<file path="src/rtl/vote_link_arbiter.sv">
// Round-robin arbiter sharing one 4-bit vote link between N_ST stations.
// Parity-screens each vote and runs the rtr/cts four-phase handshake with a timeout abort.
module vote_link_arbiter #(
    parameter int unsigned N_ST    = 4,
    parameter int unsigned TIMEOUT = 15,
    parameter int unsigned IDW     = (N_ST > 1) ? $clog2(N_ST) : 1
) (
    input  logic              clock,
    input  logic              reset,
    input  logic [N_ST-1:0]   req,
    input  logic [4*N_ST-1:0] v_in,
    output logic [N_ST-1:0]   ack,
    output logic [N_ST-1:0]   nack,
    input  logic              rtr,
    output logic              cts,
    output logic [3:0]        v_out,
    output logic [IDW-1:0]    grant_id,
    output logic              busy,
    output logic              timeout_err
);

    localparam int unsigned    TW     = (TIMEOUT > 0) ? $clog2(TIMEOUT + 1) : 1;
    localparam logic [TW-1:0]  TmoMax = TW'(TIMEOUT);
    localparam logic [IDW-1:0] LastSt = IDW'(N_ST - 1);
    localparam logic [IDW:0]   NumSt  = (IDW + 1)'(N_ST);

    typedef enum logic [1:0] {StIdle, StWaitRtr, StWaitRel} state_e;

    state_e          state_q, state_d;
    logic [IDW-1:0]  rr_ptr_q, rr_ptr_d;
    logic [IDW-1:0]  grant_q, grant_d;
    logic [TW-1:0]   tmo_q, tmo_d;
    logic [3:0]      hold_q, hold_d;
    logic [3:0]      v_out_q, v_out_d;
    logic            cts_q, cts_d;
    logic            busy_q, busy_d;
    logic            err_q, err_d;
    logic [N_ST-1:0] ack_q, ack_d;
    logic [N_ST-1:0] nack_q, nack_d;

    logic [N_ST-1:0] elig;
    logic [IDW:0]    sum;
    logic [IDW-1:0]  cand;
    logic [IDW-1:0]  win;
    logic [3:0]      win_vote;
    logic            found;
    logic            tmo_hit;
    logic            abort;

    // First eligible station at or after rr_ptr; stations pulsed this cycle sit out.
    always_comb begin
        elig     = req & ~ack_q & ~nack_q;
        found    = 1'b0;
        win      = '0;
        sum      = '0;
        cand     = '0;
        win_vote = '0;
        for (int k = 0; k < int'(N_ST); k++) begin
            sum = {1'b0, rr_ptr_q} + (IDW + 1)'(k);
            if (sum >= NumSt) begin
                sum = sum - NumSt;
            end
            cand = sum[IDW-1:0];
            if (!found && elig[cand]) begin
                found = 1'b1;
                win   = cand;
            end
        end
        for (int j = 0; j < int'(N_ST); j++) begin
            if (win == IDW'(j)) begin
                win_vote = v_in[4*j +: 4];
            end
        end
    end

    assign tmo_hit = (TIMEOUT != 0) && (tmo_q == TmoMax);

    always_comb begin
        state_d  = state_q;
        rr_ptr_d = rr_ptr_q;
        grant_d  = grant_q;
        tmo_d    = tmo_q;
        hold_d   = hold_q;
        v_out_d  = v_out_q;
        cts_d    = cts_q;
        busy_d   = busy_q;
        err_d    = err_q;
        ack_d    = '0;
        nack_d   = '0;
        abort    = 1'b0;

        unique case (state_q)
            StIdle: begin
                if (found) begin
                    rr_ptr_d = (win == LastSt) ? '0 : win + 1'b1;
                    if (win_vote[3] != ^win_vote[2:0]) begin
                        nack_d[win] = 1'b1;
                    end else begin
                        hold_d  = win_vote;
                        grant_d = win;
                        tmo_d   = '0;
                        busy_d  = 1'b1;
                        state_d = StWaitRtr;
                    end
                end
            end
            StWaitRtr: begin
                if (rtr) begin
                    v_out_d = hold_q;
                    cts_d   = 1'b1;
                    tmo_d   = '0;
                    state_d = StWaitRel;
                end else if (tmo_hit) begin
                    abort = 1'b1;
                end else if (TIMEOUT != 0) begin
                    tmo_d = tmo_q + 1'b1;
                end
            end
            StWaitRel: begin
                if (!rtr) begin
                    cts_d          = 1'b0;
                    ack_d[grant_q] = 1'b1;
                    busy_d         = 1'b0;
                    state_d        = StIdle;
                end else if (tmo_hit) begin
                    abort = 1'b1;
                end else if (TIMEOUT != 0) begin
                    tmo_d = tmo_q + 1'b1;
                end
            end
            default: state_d = StIdle;
        endcase

        if (abort) begin
            cts_d           = 1'b0;
            nack_d[grant_q] = 1'b1;
            err_d           = 1'b1;
            busy_d          = 1'b0;
            state_d         = StIdle;
        end
    end

    always_ff @(posedge clock) begin
        if (reset) begin
            state_q  <= StIdle;
            rr_ptr_q <= '0;
            grant_q  <= '0;
            tmo_q    <= '0;
            hold_q   <= '0;
            v_out_q  <= '0;
            cts_q    <= 1'b0;
            busy_q   <= 1'b0;
            err_q    <= 1'b0;
            ack_q    <= '0;
            nack_q   <= '0;
        end else begin
            state_q  <= state_d;
            rr_ptr_q <= rr_ptr_d;
            grant_q  <= grant_d;
            tmo_q    <= tmo_d;
            hold_q   <= hold_d;
            v_out_q  <= v_out_d;
            cts_q    <= cts_d;
            busy_q   <= busy_d;
            err_q    <= err_d;
            ack_q    <= ack_d;
            nack_q   <= nack_d;
        end
    end

    assign ack         = ack_q;
    assign nack        = nack_q;
    assign cts         = cts_q;
    assign v_out       = v_out_q;
    assign grant_id    = grant_q;
    assign busy        = busy_q;
    assign timeout_err = err_q;

endmodule

</file>
<file path="config.mk">
export PLATFORM = sky130hd
export DESIGN_NAME = vote_link_arbiter
export DESIGN_NICKNAME = d
export VERILOG_FILES = /design/src/rtl/vote_link_arbiter.sv
export SDC_FILE = /design/constraint.sdc
export NUM_CORES = 1
export LEC_CHECK = 0
export ABC_AREA = 1
export CAP_MARGIN = 5
export CORE_UTILIZATION = 35
export CTS_BUF_LIST = sky130_fd_sc_hd__clkbuf_4 sky130_fd_sc_hd__clkbuf_8
export CTS_CLUSTER_SIZE = 12
export DETAILED_ROUTE_END_ITERATION = 8
export PLACE_DENSITY = 0.58
export SYNTH_ARGS = -nofsm -noshare
export SYNTH_HDL_FRONTEND = slang
export SYNTH_SLANG_ARGS = --single-unit
</file>
<file path="constraint.sdc">
create_clock -name clock -period 3.95 [get_ports clock]
set_input_delay 0.79 -clock clock [delete_from_list [all_inputs] [get_ports clock]]
set_output_delay 0.79 -clock clock [all_outputs]
set_load 0.03 [all_outputs]
</file>
* After elaboration in Yosys (flattened, before gate mapping)
Cells that the tools add are included.
Word-level totals: bits of input ports 23, register bits after elaboration 29, word-level logic and storage cells 128
Cells by class: eq/ne operators 12, bitwise gates (word level) 7, $add $sub $neg 9, mux-type cells 54, reduce and logical (&&, ||, !) cells 23, order comparisons 12
Operators with widths (count):
- two-way mux 4 bit | 13
- two-way mux 2 bit | 13
- < comparator 2 x 3 -> 1 bit (second input constant) | 6
- two-way mux 1 bit | 17
- one-hot mux 4 bit (3 select lines) | 1
- AND reduction 4 bit | 3
- inequality test 2 bit (second input constant) | 5
- greater-or-equal comparator 3 bit (second input constant) | 3
- AND 4 bit | 2
- binary-select mux 1 bit (select 2 bit) | 4
- NOT 4 bit | 2
- subtractor 2 x 1 -> 2 bit (second input constant) | 4
- adder 2 x 2 -> 3 bit (second input constant) | 2
- equality test 2 bit (second input constant) | 3
- one-hot mux 1 bit (2 select lines) | 3
- one-hot mux 2 bit (3 select lines) | 1
- AND reduction 3 bit | 2
- logical AND 1 bit | 5
- adder 4 x 1 -> 4 bit (second input constant) | 1
- demux 1 bit (select 2 bit) | 2
- equality test 2 x 1 -> 1 bit (second input constant) | 2
- equality test 4 bit (second input constant) | 1
- greater-or-equal comparator 2 x 1 -> 1 bit (second input constant) | 2
- logical NOT 2 bit | 2
- other kinds (13) | 18

* Logic depth before layout (Yosys ltp)
Gate-level depths: netlist (run 1).
depth after elaboration 27, depth in mapped cells 26, gate-level depth less buffers 26

* Worst setup path before layout (run 1)
OpenSTA, ideal clock, no wires.
kind input port to flip-flop, start input port req[3], end register hold_q[1], stages 21, arrival time 2917 ps, setup slack 917 ps, required time 3834 ps, cells stage by stage nand3b_1 > nand2_1 > nand3_1 > nand2_1 > nor2_4 > nand3_1 > o21ai_0 > nor2_1 > inv_1 > ha_1 > inv_2 > nor2_1 > nor2_1 > a21oi_1 > nand2_1 > nand2_2 > nand3_2 > nand2_4 > nand2_8 > o21ai_0 > nor2_1
Between the ends: longest elaborated chain between the ends 23
Ends and longest elaborated chain:
- from (decl) | RTL line 10 | input logic [N_ST-1:0] req,
- AND 4 bit (*) (2 in a row) | RTL line 52 | elig = req & ~ack_q & ~nack_q;
- binary-select mux 1 bit (select 2 bit) | RTL line 64 | if (!found && elig[cand]) begin
- two-way mux 1 bit (implied by the code) | RTL line 64
- two-way mux 1 bit | RTL line 64
- logical NOT 1 bit | RTL line 64
- logical AND 1 bit | RTL line 64
- two-way mux 1 bit | RTL line 64
- logical NOT 1 bit | RTL line 64
- (+5 left out)
- net win[1] | RTL line 44 | logic [IDW-1:0] win;
- logical NOT 2 bit | RTL line 70 | if (win == IDW'(j)) begin
- two-way mux 4 bit (3 in a row) | RTL line 70
- two-way mux 4 bit (*) | RTL line 70
- parity 3 bit | RTL line 96 | if (win_vote[3] != ^win_vote[2:0]) begin
- inequality test 1 bit | RTL line 96
- NOT 1 bit (no line)
- AND reduction 3 bit (no line)
- to (signal assigned) | RTL line 161 | hold_q <= hold_d;
- to (decl) | RTL line 33 | logic [3:0] hold_q, hold_d;
Mark *: on every way through the listed nets, which the timed path passes. The rest lies on a longest branch. The select of a mux whose other input is x is not followed. A chain may end at the register's enable or synchronous reset.

* Worst setup path after layout (run 1)
start input port req[1], end register nack_q[1], in the netlist nack[1]
Between the ends: longest elaborated chain between the ends 26
Ends and longest elaborated chain:
- AND 4 bit (*) (2 in a row) | RTL line 52
- binary-select mux 1 bit (select 2 bit) | RTL line 64
- two-way mux 1 bit (implied by the code) | RTL line 64
- two-way mux 1 bit | RTL line 64
- logical NOT 1 bit | RTL line 64
- logical AND 1 bit | RTL line 64
- two-way mux 1 bit | RTL line 64
- logical NOT 1 bit | RTL line 64
- (+5 left out)
- net win[1] | RTL line 44
- (+1 left out)
- two-way mux 4 bit (4 in a row) | RTL line 70
- parity 3 bit | RTL line 96
- inequality test 1 bit | RTL line 96
- two-way mux 4 bit (*) | RTL line 96
- two-way mux 4 bit (*) | RTL line 94 | if (found) begin
- two-way mux 4 bit (*) | RTL line 92 | unique case (state_q)
- OR 4 bit (no line)
- two-way mux 4 bit (*) | RTL line 134 | if (abort) begin
- to (signal assigned) | RTL line 167 | nack_q <= nack_d;
- to (decl) | RTL line 39 | logic [N_ST-1:0] nack_q, nack_d;
Marked as above.

==> flow_summary.json, run 1 <==
{
  "cts_buffer_depth": 2,
  "yosys-top-cells-area": "dfxtp_1 31%, nand2_1 13%, nor2_1 7.6%, a21oi_1 5.6%, inv_1 5.6%",
  "critPathTopFamily": "simple AND/OR/NAND/NOR gates",
  "fin_ws_ns": 0.365,
  "period_share_pct": 90.8,
  "synthesis.nets": 305,
  "ff_latch_area_um2": 581,
  "worst-path-buf-inv": 4,
  "finalCriticalPeriod_ns": 3.59,
  "fin_area_mm2": 0.00247,
  "multi_input_area_mm2": 0.00113,
  "drv_cap": 0,
  "fp.dieArea_mm2": 0.00566,
  "synth-simple-area-share_pct": 41.3,
  "slowest_delay_ns": 0.46,
  "core-area_mm2": 0.00514,
  "synth_top_cell_by_area": "dfxtp_1",
  "grt_max_degree": 16,
  "synth_cell_types": 35,
  "grt_overflow": 0,
  "max_freq_ghz": 0.279,
  "worstPathArrival_ns": 3.78,
  "crit_type": "primary input to flip-flop",
  "clock-sinks": 29,
  "critPathMaxFanout": 6,
  "synth-seq-cells": 29,
  "ios": 40,
  "via_per_inst": 4.69,
  "floorplan.initialDensity_pct": 36.5,
  "clk_pin_slew_ns": 0.07,
  "synth_top_family_by_area": "simple AND/OR/NAND/NOR gates",
  "area_growth_pct": 31.6,
  "tightest_slew_ns": 0.744,
  "ant_nets": 0,
  "fin_setup_tns_ns": 0,
  "die_y_um": 75.2,
  "avgSynthCellArea_um2": 6.85,
  "place_area_mm2": 0.00237,
  "grt.total_usage_pct": 16.9,
  "critPathSlowestCell": "clkdlybuf4s50_1",
  "cp-start-kind": "primary input",
  "grt_pass1_wl_mm": 7.22,
  "synth-warning-count": 0,
  "netlist_area_mm2": 0.00188,
  "fill_cells": 555,
  "cts_hold_buf": 0,
  "post_drt_wl_per_cell_um": 11.1,
  "status": "complete, no violations",
  "root_buffer": "clkbuf_8",
  "cp_cell_sequence": "clkdlybuf4s50_1 -> nand3b_1 -> nand2_1 -> nand3_1 -> nand2_1 -> nor2_4 -> nand3_1 -> o21ai_0 -> nor2_1 -> inv_1 -> ha_1 -> inv_2 -> nor2_1 -> nor2_1 -> nand2_1 -> nand2_1 -> nand2_1 -> nand2_2 -> inv_1 -> nand2_4 -> nand2_4 -> nor2_2 -> nand2_1 -> a21oi_1",
  "required_ns": 4.15,
  "muxShareOfSynthArea_pct": 0.534,
  "first_global_vias": 1683,
  "dpl.hpwl_mm": 3.49,
  "numCtsBuffers": 5,
  "remaining_drc_errors": 0,
  "cts_htree_levels": 2,
  "dieWidth_um": 75.2,
  "vias": 1839,
  "drive_gt1_share_pct": 12.4,
  "io_buffers": 39,
  "synth-xor-area-share_pct": 1.33,
  "ys_seq_area_share_pct": 31.0,
  "setup_violations": 0,
  "dr.pass1.iters": 4,
  "diodes": 0,
  "final_nets": 352,
  "rows": 26,
  "clk_latency_ns": 0.28,
  "synthAdderAreaFrac_pct": 5.34,
  "slew_violations": 0,
  "netlist.area_leader.share_pct": 31.0,
  "min_path_type": "flip-flop to flip-flop",
  "crit_top_cell": "nand2_1",
  "slew_headroom_pct": 50.0,
  "hold_viol": 0,
  "fin_util_pct": 48.0,
  "endpoint_kind": "flip-flop",
  "cts_tree": "yes",
  "cts_resized": 0,
  "syn_inst": 274,
  "place_ws_ns": 0.0556,
  "post-cts-setup-buffer-count": 0,
  "drtIter0Drc": 86,
  "routed_wl_mm": 4.35,
  "grt_antenna_before_repair": 0,
  "finalWeightedCongestion": 0.839,
  "synth_compound_area_share_pct": 11.9,
  "rsz0062_at_grt": "false",
  "clock_skew_ns": 0.00975
}
==> stage by stage <==
| stage | cells | hold slack (ns) |
|---|---|---|
| 3_3_place_gp | 384 | 0.451 |
| 2_1_floorplan | 274 | 0.449 |
| 3_5_place_dp | 384 | 0.465 |
| 6_report | 392 | 0.471 |
| 5_1_grt | 392 | 0.503 |
| 4_1_cts | 392 | 0.482 |
==> layout by cell type (no fill, tap or decap), types with 2 or more instances in the layout <==
cell / n
nor3_1: 5
nand2_2: 5
clkbuf_8: 7
clkdlybuf4s50_1: 39
ha_1: 8
nand2_4: 3
nand4_1: 5
inv_1: 28
buf_4: 5
nor2_1: 38
nand3b_1: 4
nand3_4: 3
a21oi_2: 3
a21oi_1: 21
inv_4: 2
dfxtp_1: 29
nand3_1: 19
o21ai_0: 13
nand2_1: 66
inv_2: 3
nand3_2: 2
==> worst paths after layout <==
kind / from / end / slack [ns] / depth (start not counted)
worst max-delay path: req[1] / nack[1] / 0.36 / 24
worst max register to register: rr_ptr_q[0] / nack[1] / 0.77 / 23
worst min-delay path: timeout_err / timeout_err / 0.47 / 2
worst min register to register: timeout_err / timeout_err / 0.47 / 2
==> cells in the mapped netlist <==
cell type / n
nand2_8: 1
nand3b_1: 4
nand2_1: 66
xor2_1: 1
clkbuf_1: 1
a21oi_2: 3
o21ai_0: 13
nand4_1: 5
nand3_1: 19
buf_6: 1
nor3_1: 5
o21ai_1: 1
a21boi_1: 1
mux2i_1: 1
nor2_2: 1
clkbuf_2: 1
xnor2_2: 1
nand3_4: 3
nand4_4: 1
inv_2: 3
a31oi_1: 1
nor2_4: 1
dfxtp_1: 29
inv_1: 28
nand2_2: 5
nand3_2: 2
a211oi_1: 1
inv_4: 2
nand2_4: 3
a21oi_1: 21
nor2b_1: 1
nor2_1: 38
buf_2: 1
inv_6: 1
ha_1: 8
==> layer usage <==
metal	wire, um	GRT usage (%)	share of wire [%]	vias up
met1	2120	20.7	49	815
met2	1970	29.2	45	37
met4	59	4.94	1.4	0
met5	0	0	0	-
li1	-	-	-	981
met3	201	4.42	4.6	6
==> tightest hold or removal path, stage by stage (launching register included) <==
cell     delay [ns]
dfxtp_1        0.33
nor2_1         0.05
nor2_1         0.06
==> logic make-up after synthesis <==
group / after synthesis
xor gates and xnor gates: 2
buffers and inverters: 38
and+or+nand+nor: 155
AOI/OAI and AO/OA: 41
DFF: 29
muxes: 1
adders and majority gates: 8
==> flip-flops by register name (all words and copies together), names as in the netlist <==
name	cells
ack	4
busy	1
cts	1
grant_id	2
hold_q	4
nack	4
rr_ptr_q	2
state_q	2
timeout_err	1
tmo_q	4
v_out	4
==> final cells by class <==
type,instances,share of cell area [%]
Sequential cell,29,23.5
Clock inverter,1,0.203
Timing Repair Buffer,44,17.3
Clock buffer,7,3.90
Multi-Input combinational cell,207,45.9
Tap cell,70,3.55
Inverter,34,5.58
Power of run 1 is not shown: default switching activity piles up to over one toggle a cycle in this logic, so the estimate is an artifact.
==> inputs of run 2 (changes only) <==
- TNS_END_PERCENT: not set -> 30
==> results of run 2 <==
No change in the layout: final DEF, timing and power equal those of run 1.
Power of run 2 is left out for the same reason.
==> inputs of run 3 (changes only) <==
--- a/config.mk
+++ b/config.mk
@@ -11,2 +11,3 @@
 export CTS_BUF_LIST = sky130_fd_sc_hd__clkbuf_4 sky130_fd_sc_hd__clkbuf_8
+export CTS_CLUSTER_DIAMETER = 100
 export CTS_CLUSTER_SIZE = 12
--- a/constraint.sdc
+++ b/constraint.sdc
@@ -3,2 +3,2 @@
 set_output_delay 0.79 -clock clock [all_outputs]
-set_load 0.03 [all_outputs]
+set_load 0.05 [all_outputs]
==> results of run 3 <==
No change in the layout: final DEF, timing and power equal those of run 1.
Power of run 3 is left out for the same reason.
